==> src/rtl/task_join_pkg.sv <==
// Shared types for the task join barrier: barrier modes, FSM states and
// the mode normalisation used when a barrier is armed.
package task_join_pkg;

    localparam int N_LANES_DEF = 4;
    localparam int CNT_W_DEF   = 4;
    localparam int TS_W_DEF    = 16;

    typedef enum logic [1:0] {
        JOIN_ALL  = 2'd0,
        JOIN_ANY  = 2'd1,
        JOIN_NONE = 2'd2,
        JOIN_RSVD = 2'd3
    } join_mode_e;

    typedef enum logic [1:0] {
        IDLE    = 2'd0,
        WAIT    = 2'd1,
        RELEASE = 2'd2
    } join_state_e;

    // The reserved encoding behaves as JOIN_ALL, so it is folded at arm time
    // and the FSM never has to consider it.
    function automatic join_mode_e norm_mode(input logic [1:0] mode);
        case (mode)
            2'd1:    return JOIN_ANY;
            2'd2:    return JOIN_NONE;
            default: return JOIN_ALL;
        endcase
    endfunction

endpackage

==> src/rtl/task_join_barrier_lane_tracker.sv <==
// Per-lane outstanding-job counter. Saturates at both ends and flags the
// offending pulse (done with nothing outstanding, spawn when full).
module lane_tracker #(
    parameter int CNT_W = 4
) (
    input  logic clk,
    input  logic rst_n,
    input  logic spawn_i,
    input  logic done_i,
    output logic pending_o,
    output logic err_o
);

    logic [CNT_W-1:0] cnt_q, cnt_d;
    logic             err_q, err_d;

    // Next count: spawn and done together cancel, including at zero.
    always_comb begin
        cnt_d = cnt_q;
        err_d = 1'b0;
        unique case ({spawn_i, done_i})
            2'b10: begin
                if (cnt_q == {CNT_W{1'b1}}) err_d = 1'b1;
                else                        cnt_d = cnt_q + CNT_W'(1);
            end
            2'b01: begin
                if (cnt_q == '0) err_d = 1'b1;
                else             cnt_d = cnt_q - CNT_W'(1);
            end
            default: ;
        endcase
    end

    // Counter and registered error pulse.
    always_ff @(posedge clk or negedge rst_n) begin
        if (!rst_n) begin
            cnt_q <= '0;
            err_q <= 1'b0;
        end else begin
            cnt_q <= cnt_d;
            err_q <= err_d;
        end
    end

    assign pending_o = (cnt_q != '0);
    assign err_o     = err_q;

endmodule

==> src/rtl/task_join_barrier.sv <==
// Completion side of a spawn-without-wait dispatcher: tracks outstanding
// jobs per lane and releases one armed barrier at a time.
//
//  state   | meaning
//  IDLE    | no barrier armed, arm_ready_o high
//  WAIT    | barrier armed, collecting done pulses on masked lanes
//  RELEASE | join_valid_o high, results frozen until join_ready_i
module task_join_barrier
    import task_join_pkg::*;
#(
    parameter int N_LANES = N_LANES_DEF,
    parameter int CNT_W   = CNT_W_DEF,
    parameter int TS_W    = TS_W_DEF
) (
    input  logic               clk,
    input  logic               rst_n,
    input  logic [N_LANES-1:0] spawn_i,
    input  logic [N_LANES-1:0] done_i,
    input  logic               arm_valid_i,
    output logic               arm_ready_o,
    input  logic [1:0]         arm_mode_i,
    input  logic [N_LANES-1:0] arm_mask_i,
    output logic               join_valid_o,
    input  logic               join_ready_i,
    output logic [N_LANES-1:0] join_mask_o,
    output logic [TS_W-1:0]    join_time_o,
    output logic [N_LANES-1:0] pending_o,
    output logic               err_unexp_o
);

    logic [N_LANES-1:0] lane_err;

    for (genvar g = 0; g < N_LANES; g++) begin : g_lane
        lane_tracker #(.CNT_W(CNT_W)) u_lane (
            .clk       (clk),
            .rst_n     (rst_n),
            .spawn_i   (spawn_i[g]),
            .done_i    (done_i[g]),
            .pending_o (pending_o[g]),
            .err_o     (lane_err[g])
        );
    end

    assign err_unexp_o = |lane_err;

    join_state_e        state_q, state_d;
    join_mode_e         mode_q, mode_d;
    logic [N_LANES-1:0] mask_q, mask_d;
    logic [N_LANES-1:0] seen_q, seen_d;
    logic [TS_W-1:0]    elapsed_q, elapsed_d;

    // An empty mask releases immediately whatever the mode.
    function automatic logic release_hit(input join_mode_e mode,
                                         input logic [N_LANES-1:0] seen,
                                         input logic [N_LANES-1:0] mask);
        if (mask == '0) return 1'b1;
        case (mode)
            JOIN_ANY:  return |(seen & mask);
            JOIN_NONE: return 1'b1;
            default:   return (seen & mask) == mask;
        endcase
    endfunction

    function automatic logic [TS_W-1:0] sat_inc(input logic [TS_W-1:0] v);
        return (v == {TS_W{1'b1}}) ? v : v + TS_W'(1);
    endfunction

    // Next-state and outputs. The release test runs on the updated seen set,
    // including at arm accept, so a qualifying done releases one cycle later.
    always_comb begin
        state_d      = state_q;
        mode_d       = mode_q;
        mask_d       = mask_q;
        seen_d       = seen_q;
        elapsed_d    = elapsed_q;
        arm_ready_o  = 1'b0;
        join_valid_o = 1'b0;
        join_mask_o  = '0;
        join_time_o  = '0;
        unique case (state_q)
            IDLE: begin
                arm_ready_o = 1'b1;
                if (arm_valid_i) begin
                    mode_d    = norm_mode(arm_mode_i);
                    mask_d    = arm_mask_i;
                    elapsed_d = '0;
                    seen_d    = done_i & arm_mask_i;
                    state_d   = release_hit(norm_mode(arm_mode_i), seen_d, arm_mask_i)
                                ? RELEASE : WAIT;
                end
            end
            WAIT: begin
                elapsed_d = sat_inc(elapsed_q);
                seen_d    = seen_q | (done_i & mask_q);
                if (release_hit(mode_q, seen_d, mask_q)) state_d = RELEASE;
            end
            RELEASE: begin
                join_valid_o = 1'b1;
                join_mask_o  = seen_q;
                join_time_o  = sat_inc(elapsed_q);
                if (join_ready_i) state_d = IDLE;
            end
            default: state_d = IDLE;
        endcase
    end

    // Barrier state registers.
    always_ff @(posedge clk or negedge rst_n) begin
        if (!rst_n) begin
            state_q   <= IDLE;
            mode_q    <= JOIN_ALL;
            mask_q    <= '0;
            seen_q    <= '0;
            elapsed_q <= '0;
        end else begin
            state_q   <= state_d;
            mode_q    <= mode_d;
            mask_q    <= mask_d;
            seen_q    <= seen_d;
            elapsed_q <= elapsed_d;
        end
    end

endmodule
==> config.mk <==
export PLATFORM = sky130hd
export DESIGN_NAME = task_join_barrier
export DESIGN_NICKNAME = d
export VERILOG_FILES = /design/src/rtl/task_join_pkg.sv /design/src/rtl/task_join_barrier_lane_tracker.sv /design/src/rtl/task_join_barrier.sv
export SDC_FILE = /design/constraint.sdc
export NUM_CORES = 1
export LEC_CHECK = 0
export CAP_MARGIN = 10
export CELL_PAD_IN_SITES_DETAIL_PLACEMENT = 2
export CELL_PAD_IN_SITES_GLOBAL_PLACEMENT = 2
export CORE_MARGIN = 1
export CORE_UTILIZATION = 36
export DETAILED_ROUTE_END_ITERATION = 12
export DONT_BUFFER_PORTS = 1
export GPL_TIMING_DRIVEN = 0
export PLACE_DENSITY_LB_ADDON = 0.25
export SETUP_SLACK_MARGIN = 0.5
export SYNTH_ARGS = -nofsm -noshare
export SYNTH_HDL_FRONTEND = slang
export SYNTH_SLANG_ARGS = --single-unit
==> constraint.sdc <==
create_clock -name clk -period 1.95 [get_ports clk]
set_input_delay 0.2925 -clock clk [delete_from_list [all_inputs] [get_ports clk]]
set_output_delay 0.2925 -clock clk [all_outputs]
set_load 0.005 [all_outputs]
==> results.md, run 1 <==
Outcome:
- The run finished, with violations left.
- The final reports fail on setup timing.

Timing:
- After routing, the total negative slack on setup checks comes to -10.06 ns.
- For the finished layout, the period the worst path requires is between 2 and 3 ns.
- The worst path uses 134% of the clock period.
- For the pin with the worst max-slew slack, the measured transition is 0.746 ns.
- The number of max-slew violations in the final report is 0.
- Across all setup checks in the final design, the least slack found is -0.658 ns.
- The number of endpoints failing setup at the final stage is 28.
- The number of failing hold endpoints at the final stage came to 0.
- Across the routed clock network, the largest skew measured is 0.0158 ns.
- Setup repair after global routing could not meet its margin everywhere.
- Timing would allow up to roughly 0.38 GHz.
- The max-slew headroom at the worst pin is between 50 and 60%.

Final layout:
- The number of diodes added for antenna fixing is 0.
- In the final layout, the multi-input gates occupy ~0.0030 mm^2.
- From synthesis to final layout, the design area changed by 62.4%.
- The filler cells instantiated in the layout total approximately 920.
- The post-route netlist has between 50% and 60% of its cells at a drive strength greater than 1.
- The sequential cells in the finished layout cover a total of 0.00123 mm^2.
- The net count reported at finish is between 500 and 600.

Global routing:
- The remaining global-route overflow is 0.
- Global routing used approximately 36% of the available met1 tracks.
- The most used routing layer in global routing is met2.
- The met3 usage is 6.70%.
- The first global-routing pass estimated 25100 um of wire.
- The number of antenna violations at the first check in global routing is 0.
- The number of global-route vias before repair is approximately 4300.
- Global routing used 61.7% of the available met2 tracks.
- The overall routing resource usage is around 33%.
- Entering global routing, the biggest net connects 49 pins.

Detailed routing:
- Detailed routing inserted a total of between 4000 and 5000 vias.
- The detail-routed net length per standard cell is approximately 34 um.
- The routed design has 22000 um of wire.
- After detailed routing, the number of remaining DRC violations is 0.
- Once detail routing completed, the nets flagged for antenna violations numbered 0.
- The number of iterations in the first detailed-routing pass is 5.
- Dividing the detail-routed via count by the number of cells gives approximately 6.4.
- The first routing iteration left around 210 violations.

Min path:
- The worst hold path startpoint is arm_mask_i[1].
- The type of the worst min-delay path is in2reg.

Logic synthesis:
- The number of enable-type register cells in the synthesized netlist is 0.
- Summing the areas of all xor and xnor instances in the mapped netlist gives 2.44% of the synthesized area.
- After synthesis, the largest family of logic cells by area is compound AO/OA/AOI/OAI gates.
- The share of the yosys chip area belonging to registers is between 30 and 40%.
- Yosys attributes the largest share of cell area to dfrtp_1, ha_1, nand2_1, a21oi_1, inv_1.
- Summed over its instances, the top area cell type makes up 33.4% of the synthesized netlist area.
- The post-synthesis cell type with the largest combined area is dfrtp_1.
- The most common cell in the synthesized netlist is dfrtp_1.
- Counting flops with an async set or reset pin after synthesis yields a share of between 90% and 100%.
- During synthesis, Yosys emitted a total of 0 warnings.
- The basic-gate share of the synthesized area counting and, or, nand and nor cells is 21.3%.
- The most used flip-flop cell after synthesis is dfrtp_1.
- The compound-cell area share of the yosys netlist is between 20% and 30%.
- In the synthesized netlist, the number of instances is 401.
- The portion of netlist area occupied by mux cells is 3.62%.
- Summing every instance area after synthesis gives around 0.0036 mm^2.
- The number of nets produced by synthesis is 444.
- Counting flops and latches in the post-synthesis netlist gives 48.
- Counting instances in the post-synthesis netlist gives the leading cell types as dfrtp_1, nand2_1, inv_1.
- The post-synthesis adder-cell area fraction is a little under a tenth.
- Each instance of the synthesized netlist takes up on average between 8 and 9 um^2.
- The number of distinct library cells after synthesis is 59.

Worst setup path:
- The origin of the worst setup path is elapsed_q[1].
- Of all nets on the critical path, the largest fanout is 5.
- The category of the most critical setup path is reg2out.
- The arrival time at the worst endpoint is roughly 2.3 ns.
- In this run the critical register-to-register path is launched from elapsed_q[1].
- Setup slack on the worst reg-to-reg path comes out at -0.40 ns.
- The startpoint kind of the worst setup timing path is a register.
- The endpoint of the most critical register-to-register path is elapsed_q[11].
- The element type at the critical path end is a primary output.
- Following the worst setup path forward leads to its endpoint at join_time_o[7].
- The number of cell instances on the worst register-to-register path is 10.
- Data on the critical path is required at its endpoint by 1.66 ns.

Power and ir drop:
- The worst ir drop on vdd is 879 uV.
- The power density over the cells is approximately 1300 mW/mm^2.
- For this design the total switching power over the nets is 3.69 mW.
- The share of total power dissipated in the clock network is 12.0%.
- The leakage power summed over all cells is between 2 and 2.5 nW.
- The sequential share of power is roughly 25%.
- Combinational cells account for a little over three fifths of the total power.
- The switching power as a share of total power is approximately 47%.
- The completed layout was analyzed and its total power is roughly 7.9 mW.
- Internal power comes to ~4.2 mW.

Clock network:
- The clock-pin slew reported for the worst setup and hold paths after clock tree synthesis is 0.12 ns.
- The H-tree was split into 2 levels.
- The tree built by TritonCTS fans out to 48 sinks.
- The clock passes through at most 2 buffers.
- The clock tree from TritonCTS is yes.
- The total clock buffers created by CTS is 5.
- The clock tree root buffer cell is clkbuf_8.
- The clock latency reported for the late side of the worst-skew pair is around 0.33 ns.

Flow run:
- The number of maximum-capacitance violations is 0.

Floorplanning:
- In this run the count of I/O pins placed on the die edge is between 40 and 50.
- The floorplan step defined a core boundary enclosing around 0.01 mm^2.
- The y dimension of the die is 102 um.
- The die area is ~0.010 mm^2.
- The initial utilization of the core area, before any placement, comes to 37.0%.
- The floorplan has 36 rows.
- The die boundary width is 102 um.

Placement:
- The detailed placer's ending HPWL is slightly below 8000 um.
- The count of buffers added on input and output ports is 0.
- Routability-driven placement finished with a final weighted congestion of roughly 0.78.
routing by layer:
layer / vias up / part of all wire (%)
met4: 0 / 6.8
met5: - / 0
met2: 216 / 51
li1: 1674 / -
met1: 2110 / 36
met3: 106 / 6.1
stage by stage:
step / setup WS [ns] / area, um^2 / hold WS, ns / cells / utilization (%)
after global placement: -0.135 / 4050 / -0.00148 / 534 / 41.6
after floorplan: 0.136 / 3880 / -0.00309 / 401 / -
final: -0.658 / 5840 / 0.113 / 637 / 60.0
after global routing: -0.635 / 5840 / 0.109 / 637 / 60.0
after CTS: -0.307 / 5190 / 0.119 / 608 / 53.4
after detailed placement: -0.168 / 4050 / -0.000808 / 534 / 41.6
how the worst min path moves through the flow:
stage	end	slack [ns]	cells past startpoint
floorplan	elapsed_q[0]	-0.003	0
global placement	elapsed_q[4]	-0.001	0
detailed placement	elapsed_q[4]	-0.0008	0
CTS	mask_q[3]	0.12	1
global route	mask_q[1]	0.11	1
finish	mask_q[1]	0.11	1
cell usage in the layout, fill, tap and decap left out, types with 11 or more instances in the layout:
cell / instances
buf_6: 42
dfrtp_1: 21
nor2_1: 16
o21ai_2: 11
nand2_1: 39
ha_4: 16
dfrtp_2: 27
buf_4: 65
inv_1: 27
a21oi_2: 16
layout make-up:
cell class              count  share of cell area [%]
multi-input cells         296                    52.1
clock buffers               6                    1.24
plain buffers              22                    4.54
well taps                 133                    2.85
repair buffers             95                    14.4
inverters                  35                    2.72
flip-flops and latches     48                    21.2
clock inverters             2                    1.03
cell families after synthesis:
family	after synthesis
compound gates	110
xor+xnor	10
fa+ha+maj	25
buf+inv	57
flops	48
mux	12
simple gates	139
power groups by stage:
stage / combinational, mW / clock [mW] / sequential (mW)
6_report: 4.93 / 0.943 / 1.99
2_1_floorplan: 1.85 / 0 / 1.70
5_1_grt: 5.08 / 0.964 / 2.00
3_3_place_gp: 2.26 / 0 / 1.81
3_5_place_dp: 2.39 / 0 / 1.85
4_1_cts: 3.56 / 0.912 / 1.87
registers in the layout, summed over array words and instances, names as in the netlist:
register,count
state_q,2
mask_q,4
g_lane.u_lane.err_o,4
seen_q,4
g_lane.u_lane.cnt_q,16
mode_q,2
elapsed_q,16
critical path: stages (launching register included):
cell      delay, ns
dfrtp_1        0.44
ha_4           0.17
nand4_1        0.27
nor4_4         0.45
buf_6          0.19
buf_4          0.11
buf_6          0.12
o311ai_4       0.13
o41ai_4        0.11
timing repair:
item	4_1_cts	5_1_grt
endpoints found under the setup margin	63	69
pin swaps	45	44
cloned	1	0
hold endpoints to repair	48	0
setup buffers	63	29
gates resized for setup	140	95
hold buffers	2	0
No activity file was read; power rests on OpenSTA's default activity.
==> inputs of run 2 (changes only) <==
--- a/config.mk
+++ b/config.mk
@@ -8,8 +8,9 @@
 export CAP_MARGIN = 10
 export CELL_PAD_IN_SITES_DETAIL_PLACEMENT = 2
 export CELL_PAD_IN_SITES_GLOBAL_PLACEMENT = 2
+export CORE_ASPECT_RATIO = 0.7
 export CORE_MARGIN = 1
-export CORE_UTILIZATION = 36
+export CORE_UTILIZATION = 34
 export DETAILED_ROUTE_END_ITERATION = 12
 export DONT_BUFFER_PORTS = 1
 export GPL_TIMING_DRIVEN = 0
==> constraint.sdc (replaced) <==
create_clock -name clk -period 2.8 [get_ports clk]
set_input_delay 0.42 -clock clk [delete_from_list [all_inputs] [get_ports clk]]
set_output_delay 0.42 -clock clk [all_outputs]
set_load 0.005 [all_outputs]
==> results.md, run 2 (synthesis gave the netlist of run 1 again) <==
Outcome:
- The flow ran to the end, but the final reports show violations.
- The checks that failed: DRC.

Worst setup path:
- The capture point of the critical path is join_time_o[13].
- Walking the worst path, the cells encountered are nand4_1 -> or4_4 -> buf_12 -> o31a_1 -> a21oi_2.
- The source of the worst register-to-register timing path is elapsed_q[4].
- In this run the worst setup path begins at elapsed_q[4].
- The category of the most critical setup path is reg2out.
- The maximum cell stage delay along the critical path is 0.52 ns.
- In this run the worst path has a maximum fanout of 9.
- For the worst setup path, the data arrival time is ~2.1 ns.
- Data on the critical path is required at its endpoint by ~2.4 ns.
- The master of the slowest instance on the critical path is dfrtp_1.
- The number of cell instances on the worst register-to-register path is 8.
- The worst setup path is launched from a register.
- The endpoint of the most critical register-to-register path is elapsed_q[3].
- STA classifies the critical path endpoint as a primary output.
- The reg2reg setup slack is 0.68 ns.

Final layout:
- Leaving out fill and tap cells, the most frequent cell in the layout is nand2_1.
- Leaving out fill and tap cells, the most frequent cells in the layout are nand2_1, dfrtp_1, inv_1, buf_4, o21ai_0.
- In the final layout, the registers with the most flip-flops are elapsed_q (16), g_lane.u_lane.cnt_q (16).
- The signed area change from the synthesized netlist to the final layout is 23.8%.
- The number of diodes added for antenna fixing is 0.
- The net count reported at finish is about 480.
- Cells with a size suffix above 1 make up a little under 30% of the layout.

Global routing:
- The number of global-route vias before repair is ~3500.
- The number of antenna violations at the first check in global routing is 0.
- The maximum number of pins on one net before global-route repair is just under 50.
- After global routing the overflow that remains totals 0.
- The first global-routing pass estimated a little under 20000 um of wire.
- For this run, the total global-route usage over all layers was measured as 22.7%.

Timing:
- The number of max-slew violations in the final report is 0.
- The number of failing hold endpoints at the final stage is 0.
- The clock arrives with roughly 0.0052 ns of skew.
- The max-slew headroom at the worst pin is between 40% and 50%.
- The worst path in the final design needs a cycle of 2.51 ns, including I/O delays and setup.
- The final total negative setup slack is 0 ns.
- Setup repair after global routing could not meet its margin everywhere.
- The slew at the pin closest to its max-slew limit is approximately 0.89 ns.
- The upper clock frequency limit is 0.399 GHz.
- The number of endpoints failing setup at the final stage is 0.
- The post-route fraction of the period consumed by the critical path is 89.5%.

Placement:
- The number of buffers added on ports is 0.
- After legalization and detailed placement, the total HPWL measured about 8200 um.
- The congestion estimate from routability-driven global placement came to between 0.7 and 0.8.

Detailed routing:
- The routed design has 12500 um of wire.
- The via-per-instance ratio is about 5.8.
- The count of nets left with antenna violations once routing finished came out at 0.
- Across all layers, the routed design uses 3317 vias.
- In this run, the number of DRC markers left after iteration 0 of detailed routing was between 150 and 200.
- The DRC violation count after routing is 8.
- The pre-antenna-repair detailed-routing pass consisted of 10 iterations.
- The detail-routed net length per standard cell is roughly 22 um.

Power and ir drop:
- The analysis attributes to cell leakage a power of 1.88 nW.
- The worst-case IR drop observed on VDD is between 300 and 400 uV.
- Power comes to between 3 and 4 mW.
- The power density over the cells is ~800 mW/mm^2.

Clock network:
- The total clock buffers created by CTS is 5.
- TritonCTS built the clock tree.
- The clock sink count is between 40 and 50.
- CTS placed an instance of clkbuf_16 at the clock tree root.
- Counting along the longest clock path gives a buffer depth of 2.
- The clock-pin slew reported for the worst setup and hold paths after clock tree synthesis is ~0.07 ns.
- The number of H-tree levels is 2.
- The later pin in the worst-skew pair is clocked with a latency of slightly below 0.3 ns.

Floorplanning:
- The floorplan step defined a die boundary enclosing around 0.011 mm^2.
- The floorplan step set the die width to 125 um.
- The total area inside the core boundary comes to slightly above 0.01 mm^2.
- For this configuration, the core starts out at a cell density of roughly a third.
- The number of ports placed on the die boundary is 45.
- The total number of placement rows is 31.
- In this run the vertical extent of the chip is 88.0 um.

Min path:
- The path class of the tightest hold or removal check is in2reg.

Flow run:
- Max-cap violations in this run came to 0.
run 2: per-stage QoR:
stage          utilization [%]  hold WS, ns  setup WS (ns)  cell area (um^2)  cells
2_1_floorplan                -        0.124          0.640              3600    401
3_3_place_gp              36.5        0.126          0.355              3760    533
3_5_place_dp              36.5        0.126          0.352              3760    533
4_1_cts                   40.7        0.271          0.450              4200    563
5_1_grt                   43.1        0.272          0.232              4450    572
6_report                  43.1        0.283          0.295              4450    572
run 2: cell type report:
type                       instances  area, um^2
buffer                            22         199
clock buffer                       6         129
clock inverter                     1        5.00
fill                            1097        5870
inverter                          35         135
multi-input combinational        296        2340
sequential                        48        1210
tap                              132         165
timing repair buffer              32         262
run 2: repair_timing:
item,CTS,global route
gates resized for setup,35,45
endpoints found under the setup margin,20,16
hold buffers,2,0
pin swaps,12,17
buffers inserted,19,9
endpoints found under the hold margin,48,0
gates cloned,2,0
run 2: metal layers:
| metal | vias to the layer above | share of wire, % | global-route usage [%] |
|---|---|---|---|
| met4 | 0 | 0.84 | 6.43 |
| li1 | 1552 | - | - |
| met3 | 7 | 3.9 | 4.76 |
| met5 | - | 0 | 0 |
| met1 | 1703 | 48 | 30.9 |
| met2 | 55 | 47 | 36.8 |
run 2: worst max-delay path, delay by kind of cell (launching register included):
kind / cells / cell delay, ns
flops: 1 / 0.52
simple gates: 2 / 0.80
buf+inv: 1 / 0.17
compound gates: 2 / 0.30
run 2: power by group:
part           switching, mW  internal [mW]  total, mW
Sequential             0.332          0.933       1.27
Clock                  0.270          0.326      0.596
Combinational          0.964          0.719       1.68
run 2: how the worst min path moves through the flow:
stage	cells after the start	to	startpoint	slack, ns
final	1	mask_q[3]	arm_mask_i[3]	0.28
after CTS	1	mask_q[0]	arm_mask_i[0]	0.27
after floorplan	0	elapsed_q[0]	rst_n	0.12
after global placement	0	elapsed_q[10]	rst_n	0.13
after detailed placement	0	elapsed_q[8]	rst_n	0.13
after global routing	1	mask_q[0]	arm_mask_i[0]	0.27
==> inputs of run 3 (changes only) <==
--- a/config.mk
+++ b/config.mk
@@ -9,7 +9,7 @@
 export CELL_PAD_IN_SITES_DETAIL_PLACEMENT = 2
 export CELL_PAD_IN_SITES_GLOBAL_PLACEMENT = 2
 export CORE_ASPECT_RATIO = 0.7
-export CORE_MARGIN = 1
+export CORE_MARGIN = 3
 export CORE_UTILIZATION = 34
 export DETAILED_ROUTE_END_ITERATION = 12
 export DONT_BUFFER_PORTS = 1
==> results.md, run 3 (synthesis gave the netlist of run 1 again) <==
Outcome:
- The flow ran to the end, and the final reports show no timing, DRC or antenna violations.

Power and ir drop:
- The power density over the cells is 828 mW/mm^2.
- The leakage power summed over all cells is around 1.8 nW.
- The switching power summed over all nets is roughly 1.6 mW.
- Cell internal power was estimated by the tool at 2.01 mW.
- The combinational share of power is a little under half.
- Overall power consumption after layout is estimated at roughly 3.6 mW.
- The sequential share of power is 35.5%.
- IR analysis of the VDD net gives a maximum drop of between 300 and 400 uV.
- Net switching is between 40% and 50% of the power.
- The clock power share is 18.4%.

Worst setup path:
- Walking the worst path, the cells encountered are ha_4 -> nand4_1 -> nor4_2 -> buf_4 -> buf_4 -> or3_1 -> a21oi_2.
- At the worst endpoint, the arrival time is roughly 2.0 ns.
- Grouping stages by cell kind, the critical path spends the most delay in simple AND/OR/NAND/NOR gates.
- The setup path with the least slack is of type reg2out.
- The origin of the worst setup path is elapsed_q[1].
- The startpoint identified for the worst register-to-register timing path is g_lane[0].u_lane.cnt_q[1].
- The element type at the critical path end is a primary output.
- For the worst flop-to-flop path, the logic depth is 5.
- The reg2reg setup slack is roughly 0.75 ns.
- The worst register-to-register path ends at g_lane[0].u_lane.cnt_q[3].
- The biggest fanout along the worst timing path is 5.
- The total stage count of the critical path is 7.
- The master of the slowest instance on the critical path is dfrtp_2.
- The cell that appears most often on the critical path is buf_4.
- The largest single stage delay on the critical path is ~0.43 ns.
- STA classifies the critical path startpoint as a register.
- STA puts the critical path data required time at around 2.4 ns.
- The count of buffering cells on the critical path with inverters included is 2.

Final layout:
- The filler cell count is roughly 1100.
- Cells with a size suffix above 1 make up between 20% and 30% of the layout.
- The most common cell after layout, fill and taps aside is nand2_1.
- The largest registers in the layout are elapsed_q (16), g_lane.u_lane.cnt_q (16).
- In the layout the commonest cells are nand2_1, dfrtp_1, inv_1.
- The net count reported at finish is about 480.
- The area growth from synthesis to layout is 19.9%.
- The number of diodes added for antenna fixing is 0.

Min path:
- The worst hold path begins at arm_mask_i[2].
- The type of the worst min-delay path is in2reg.
- Along the worst hold path, the cell count comes to 1.
- The worst hold path endpoint is mask_q[2].

Clock network:
- The maximum root-to-sink buffer count is 2.
- The clock tree from TritonCTS is yes.
- Clock latency on the worst-skew pair, taken at its later pin, is roughly 0.30 ns.
- The total clock buffers created by CTS is 5.
- The clock tree root buffer cell is clkbuf_16.
- The clock drives 48 sinks.
- Clock-pin slew was measured on the worst setup and hold paths at approximately 0.070 ns.
- CTS built an H-tree with a depth of 2.

Placement:
- The detailed placer's ending HPWL is 8280 um.
- At the end of routability-driven placement, the weighted congestion stood at a little under 0.8.
- The number of buffers added on ports is 0.

Global routing:
- The maximum number of pins on one net before global-route repair is 49.
- After global routing the overflow that remains totals 0.
- The first global-routing pass estimated about 20000 um of wire.
- Global routing used between 20% and 30% of the available tracks.
- The number of global-route vias before repair is between 3000 and 4000.
- The number of antenna violations at the first check in global routing is 0.

Timing:
- Setup repair after global routing could not meet its margin everywhere.
- The post-route fraction of the period consumed by the critical path is between 80 and 90%.
- Subtracting the final worst setup slack from the clock period gives around 2.4 ns.
- In the final timing run, aggregate negative setup slack is 0 ns.
- The number of max-slew violations in the final report is 0.
- For the pin with the worst max-slew slack, the measured transition is roughly 0.84 ns.
- The worst pin sits at a relative slew slack of a little over two fifths.
- The setup skew after layout is about 0.0072 ns.
- The number of failing hold endpoints at the final stage is 0.
- The number of endpoints failing setup at the final stage is 0.
- Based on the critical path, the design can be clocked at up to 0.414 GHz.

Detailed routing:
- In this run the remaining antenna-violating nets after routing total 0.
- In the routed layout, each cell is associated on average with a via count of about 5.8.
- The total detailed-routing wirelength is around 12000 um.
- The detailed-route via count is between 3000 and 4000.
- After detailed routing, the number of remaining DRC violations is 0.
- After detailed routing, the average wire length per cell comes to approximately 21 um.
- The detailed router finished its first iteration with ~160 violations.
- The number of iterations in the first detailed-routing pass is 4.

Floorplanning:
- The initialized floorplan defines 30 standard-cell rows.
- 45 I/O pins were placed.
- The core area is between 0.009 and 0.01 mm^2.
- In this run the horizontal extent of the chip is roughly 130 um.
- The initial core utilization is 36.0%.
- The y dimension of the die is around 90 um.
- The die area is between 0.01 and 0.015 mm^2.

Flow run:
- The tool flagged a number of max-cap violations equal to 0.
[run 3: through the flow]
step	hold WS (ns)	setup WS [ns]	util, %	area (um^2)	std cells
5_1_grt	0.267	0.298	43.2	4310	560
3_5_place_dp	0.127	0.320	37.6	3760	529
6_report	0.275	0.385	43.2	4310	560
4_1_cts	0.270	0.417	42.4	4230	559
2_1_floorplan	0.124	0.640	-	3600	401
3_3_place_gp	0.127	0.348	37.6	3760	529
[run 3: power groups by stage]
| stage | Sequential (mW) | Clock [mW] | Combinational (mW) |
|---|---|---|---|
| floorplan | 1.17 | 0 | 1.15 |
| global placement | 1.25 | 0 | 1.43 |
| detailed placement | 1.27 | 0 | 1.53 |
| CTS | 1.26 | 0.670 | 1.63 |
| global route | 1.32 | 0.705 | 1.86 |
| finish | 1.27 | 0.657 | 1.64 |
[run 3: layout make-up]
| class | instances | area (um^2) | area share (%) |
|---|---|---|---|
| multi-input combinational | 296 | 2260 | 52.4 |
| sequential | 48 | 1210 | 28.1 |
| timing repair buffer | 24 | 204 | 4.73 |
| buffer | 22 | 193 | 4.47 |
| tap | 128 | 160 | 3.71 |
| clock buffer | 7 | 153 | 3.54 |
| inverter | 35 | 131 | 3.05 |
[run 3: what timing repair did]
action,in CTS,in global routing
hold buffers,2,0
pin swaps,14,5
cloned,1,0
gates resized for setup,36,24
setup buffers,20,1
endpoints found under the hold margin,48,0
endpoints found under the setup margin,16,20
[run 3: worst max path at each step]
stage	end	slack (ns)
6_report	join_time_o[3]	0.39
4_1_cts	join_time_o[13]	0.42
5_1_grt	join_time_o[1]	0.30
2_1_floorplan	g_lane[0].u_lane.cnt_q[3]	0.64
3_5_place_dp	join_time_o[3]	0.32
3_3_place_gp	join_time_o[5]	0.35
[run 3: metal layers]
| metal | share of wire (%) | up-vias | GRT usage (%) | wire length (um) |
|---|---|---|---|---|
| li1 | - | 1523 | - | - |
| met1 | 48 | 1684 | 30.5 | 5750 |
| met2 | 46 | 52 | 31.5 | 5510 |
| met3 | 5.3 | 5 | 4.83 | 626 |
| met4 | 0.25 | 0 | 3.23 | 30 |
| met5 | 0 | - | 0 | 0 |
